**config.mk**
```make
export PLATFORM = sky130hd
export DESIGN_NAME = demux_rr_driver
export DESIGN_NICKNAME = d
export VERILOG_FILES = /design/src/rtl/demux_rr_driver.sv
export SDC_FILE = /design/constraint.sdc
export NUM_CORES = 1
export LEC_CHECK = 0
export BUFFER_PORTS_ARGS = -buffer_cell sky130_fd_sc_hd__buf_4
export CELL_PAD_IN_SITES_DETAIL_PLACEMENT = 1
export CELL_PAD_IN_SITES_GLOBAL_PLACEMENT = 2
export CORE_MARGIN = 2
export CORE_UTILIZATION = 31
export DETAILED_ROUTE_END_ITERATION = 10
export PLACE_DENSITY = 0.8
export SYNTH_ARGS = -nofsm -noshare
export SYNTH_HDL_FRONTEND = slang
export SYNTH_SLANG_ARGS = --single-unit
```
**constraint.sdc**
```tcl
create_clock -name clk -period 1.3 [get_ports clk]
set_input_delay 0.26 -clock clk [delete_from_list [all_inputs] [get_ports clk]]
set_output_delay 0.26 -clock clk [all_outputs]
set_load 0.005 [all_outputs]
```
**src/rtl/demux_rr_driver.sv**
```systemverilog
// Round-robin driver for a downstream 1x4 demux: one item per (2+HOLD_CYCLES) cycles.
// Define DEMUX_SKIP_EN to add the en_mask port; otherwise all four channels are always enabled.
module demux_rr_driver #(
    parameter int unsigned HOLD_CYCLES = 1
) (
    input  logic       clk,
    input  logic       rst_n,
    input  logic       in_valid,
    input  logic       in_data,
    output logic       in_ready,
`ifdef DEMUX_SKIP_EN
    input  logic [3:0] en_mask,
`endif
    output logic       Din,
    output logic [1:0] S,
    output logic       out_strobe,
    output logic       frame_done
);

    typedef enum logic [1:0] {IDLE, DRIVE, HOLD} state_t;

    localparam logic [3:0] HOLD_LOAD = (HOLD_CYCLES > 0) ? 4'(HOLD_CYCLES - 1) : 4'd0;
    localparam bit         HAS_HOLD  = (HOLD_CYCLES > 0);

    state_t     state, state_nxt;
    logic [1:0] ptr;
    logic [3:0] hold_cnt;
    logic [3:0] mask;
    logic       accept;
    logic [1:0] sel, idx, last;
    logic       found;
    logic       sel_is_last;

`ifdef DEMUX_SKIP_EN
    assign mask = en_mask;
`else
    assign mask = 4'b1111;
`endif

    assign in_ready = (state == IDLE) && (|mask);
    assign accept   = in_valid && in_ready;

    // Cyclic search from ptr for the first enabled channel, plus the highest enabled index.
    // NOTE: every variable driven here gets a default first so no latch is inferred.
    always_comb begin
        sel   = ptr;
        idx   = ptr;
        found = 1'b0;
        last  = 2'd0;
        for (int i = 0; i < 4; i++) begin
            idx = ptr + 2'(i);
            if (!found && mask[idx]) begin
                sel   = idx;
                found = 1'b1;
            end
        end
        for (int i = 0; i < 4; i++) begin
            if (mask[i]) last = 2'(i);
        end
        sel_is_last = (sel == last);
    end

    always_comb begin
        state_nxt = state;
        case (state)
            IDLE:    if (accept) state_nxt = DRIVE;
            DRIVE:   state_nxt = HAS_HOLD ? HOLD : IDLE;
            HOLD:    if (hold_cnt == 4'd0) state_nxt = IDLE;
            default: state_nxt = IDLE;
        endcase
    end

    // NOTE: sequential state uses non-blocking assignments so all registers update together on the edge.
    always_ff @(posedge clk or negedge rst_n) begin
        if (!rst_n) state <= IDLE;
        else        state <= state_nxt;
    end

    // Outputs are registered at the accept edge; the mask is not looked at again until the next accept.
    // NOTE: every register here is a flop with an async reset value; there is no storage array to leave unreset.
    always_ff @(posedge clk or negedge rst_n) begin
        if (!rst_n) begin
            ptr        <= 2'd0;
            hold_cnt   <= 4'd0;
            Din        <= 1'b0;
            S          <= 2'd0;
            out_strobe <= 1'b0;
            frame_done <= 1'b0;
        end else begin
            out_strobe <= accept;
            Din        <= accept && in_data;
            frame_done <= accept && sel_is_last;
            if (accept) begin
                S   <= sel;
                ptr <= sel + 2'd1;
            end
            if (state == DRIVE) begin
                hold_cnt <= HOLD_LOAD;
            end else if (state == HOLD && hold_cnt != 4'd0) begin
                hold_cnt <= hold_cnt - 4'd1;
            end
        end
    end

endmodule

```
==> run_results.csv <==
group,metric,value,unit
power_and_ir_drop,p_int,0.00123,W
yosys,synth.avg_cell_area,11.9,um2
clock_tree,numCtsBuffers,3,
die,floorplan.die_area,2410,um2
placed_design,routabilityCongestion,0.741,
finish,multi_input_area,285,um2
die,io_pins,10,
timing,fin_crit,1.34,ns
timing,drv_slew,0,
route,num_vias,447,
power_and_ir_drop,seq_power_share,36.1,%
worst_setup_path,critPathKind,"flip-flop to flip-flop",
finish,antenna_cells,0,
placed_design,port_buffers,9,
power_and_ir_drop,netSwitchingFraction,34.2,%
clock_tree,clk_latency,0.27,ns
die,die_x,49.1,um
clock_tree,clockBufferDepth,2,
timing,fmax,748,MHz
timing,whs,0.218,ns
finish,final_area,816,um2
die,start_util,32.5,%
timing,max-slew-margin-rel,81.8,%
yosys,yosys_warnings,0,
finish,seq_area,325,um2
timing,tightest_slew,0.273,ns
timing,finalClockSkew,0.00481,ns
outcome,status,"complete, but fails checks",
global_route,track_usage,11.6,%
power_and_ir_drop,p_switching,0.000636,W
clock_tree,cts.clk_slew.worst_paths,0.08,ns
route,drt-total-wl,1120,um
power_and_ir_drop,clkPwrFrac,13.2,%
worst_hold_path,worstHoldStart,"in_valid",
yosys,async_flop_share,100,%
global_route,grt_pass1_wl,2170,um
route,drc,0,
finish,area_delta_synth_final,29.4,%
outcome,violations,"setup timing",
power_and_ir_drop,peakVddDrop,1.12,mV
yosys,ys.flop_type,"dfrtp_1",
worst_setup_path,r2r_start,"hold_cnt[0]",
global_route,grt_start_max_net_pins,14,
power_and_ir_drop,powerDensity,2280,nW/um2
worst_setup_path,path_max_fanout,3,
yosys,synth_seq_area_share,51.6,%
route,drt_iter0_markers,1,
finish,drive_above_1_share,42.3,%
power_and_ir_drop,p_leak,0.389,nW
global_route,overflow,0,
timing,period_share,103,%
clock_tree,tritoncts,"yes",
worst_setup_path,cp-start-kind,"flip-flop",
clock_tree,htree_levels,1,
finish,layout_common_cells,"16 x buf_4, 13 x dfrtp_1, 3 x mux2_4, 3 x nand2_1, 3 x clkbuf_4",
global_route,grt_pass1_vias,510,
worst_setup_path,end_kind,"flip-flop",
timing,setup_viol,3,
route,via_per_inst,4.56,
worst_setup_path,arrival,1.55,ns
global_route,antenna_found_initial,0,
job,maxCapViolCount,0,
timing,hold_viol,0,
worst_hold_path,hp-class,"input port to flip-flop",
die,rows,16,
placed_design,dpl.hpwl,847,um
die,core,1940,um2
timing,setup_tns,-0.0701,ns
worst_setup_path,required,1.51,ns
yosys,synthesis.area,631,um2
power_and_ir_drop,comb_power_share,50.7,%
clock_tree,clock_sinks,13,
route,antenna_left,0,
timing,worst_slack,-0.0373,ns
route,drt-pass1-iter-count,2,
finish,n_fill_cell,231,
finish,final_common_cell,"buf_4",
timing,rsz0062_at_grt,"yes",
finish,nNetsFinal,78,
yosys,syn-num-nets,59,
die,die_y,49.1,um
placed_design,place_area,734,um2
worst_setup_path,critPathLaunch,"hold_cnt[0]",
placed_design,place_ws,-0.0840,ns
clock_tree,root_buffer,"clkbuf_4",
yosys,synth-edff-count,0,
yosys,netlist_instances,53,
yosys,yosys_register_bits,13,
yosys,synth_cell_types,28,
route,wl_per_cell,11.4,um
==> state kept, by name, summed over array words and instances, names as in the netlist <==
register    count
frame_done      1
state           2
hold_cnt        4
out_strobe      1
Din             1
S               2
ptr             2
==> power groups by stage <==
| stage | logic [W] | registers, W | clock network [W] |
|---|---|---|---|
| final | 0.000944 | 0.000673 | 0.000246 |
| after global routing | 0.00107 | 0.000700 | 0.000278 |
| after floorplan | 0.000612 | 0.000655 | 0 |
| after CTS | 0.000921 | 0.000675 | 0.000256 |
| after detailed placement | 0.000843 | 0.000676 | 0 |
| after global placement | 0.000828 | 0.000672 | 0 |
==> metrics by stage <==
step                      total power (W)  util [%]  std cells
after detailed placement          0.00152      37.8         90
after CTS                         0.00185      41.4         98
after floorplan                   0.00127         -         53
final                             0.00186      42.0         98
after global placement            0.00150      37.8         90
after global routing              0.00205      42.0         98
==> cells by family (layout without fill, tap and decap cells) <==
logic type	Yosys count	in the layout	synth area share [%]
flip-flops	13	13	51.6
AND/OR/NAND/NOR	17	17	17.3
multiplexers	3	3	7.14
adder cells (fa/ha/maj)	2	2	3.97
buffers and inverters	7	25	7.14
AO/OA/AOI/OAI	10	10	11.5
XOR/XNOR	1	1	1.39
==> cell type report <==
type                            instances  area share [%]
Sequential cell                        13            39.9
Clock buffer                            4            3.22
Tap cell                               27            4.14
Timing Repair Buffer                   17            16.0
Inverter                                4            1.84
Multi-Input combinational cell         33            35.0
==> synthesized netlist by cell type (all sizes together) (2+ instances only) <==
| cell | number | share of area [%] |
|---|---|---|
| inv | 4 | 2.4 |
| and3 | 2 | 2.0 |
| buf | 3 | 4.8 |
| dfrtp | 13 | 52 |
| mux2 | 3 | 7.1 |
| nor3 | 2 | 1.6 |
| nand2 | 3 | 1.8 |
| and2 | 2 | 2.4 |
| o21ai | 2 | 1.6 |
| nand3 | 2 | 1.6 |
| ha | 2 | 4.0 |
==> per-layer routing <==
layer	part of all wire [%]	track usage, %	vias to the layer above
li1	-	-	223
met1	46	14.1	217
met2	50	19.6	7
met3	3.2	2.76	0
met4	0	4.29	0
met5	0	0	-
==> repair_timing <==
item | CTS | global route
resized for setup | 3 | 3
pin swaps | 3 | 3
setup buffers | 3 | 0
hold buffers | 1 | 0
endpoints found under the setup margin | 3 | 5
endpoints found under the hold margin | 13 | 0
==> worst max-delay path: stages (launching register included) <==
cell	delay (ns)
dfrtp_1	0.39
inv_2	0.08
ha_4	0.13
or3b_4	0.40
a21oi_4	0.14
a22o_1	0.14
==> path summary, 6_finish.rpt <==
path                               end  slack, ns  depth (start not counted)
min                           state[0]       0.22                          2
max reg2reg                hold_cnt[1]      -0.04                          5
max in group asynchronous  hold_cnt[1]       0.77                          2
max                        hold_cnt[1]      -0.04                          5
min reg2reg                     ptr[0]       0.52                          1
min in group asynchronous          Din       0.37                          2
Power figures use the tool's default switching activity.
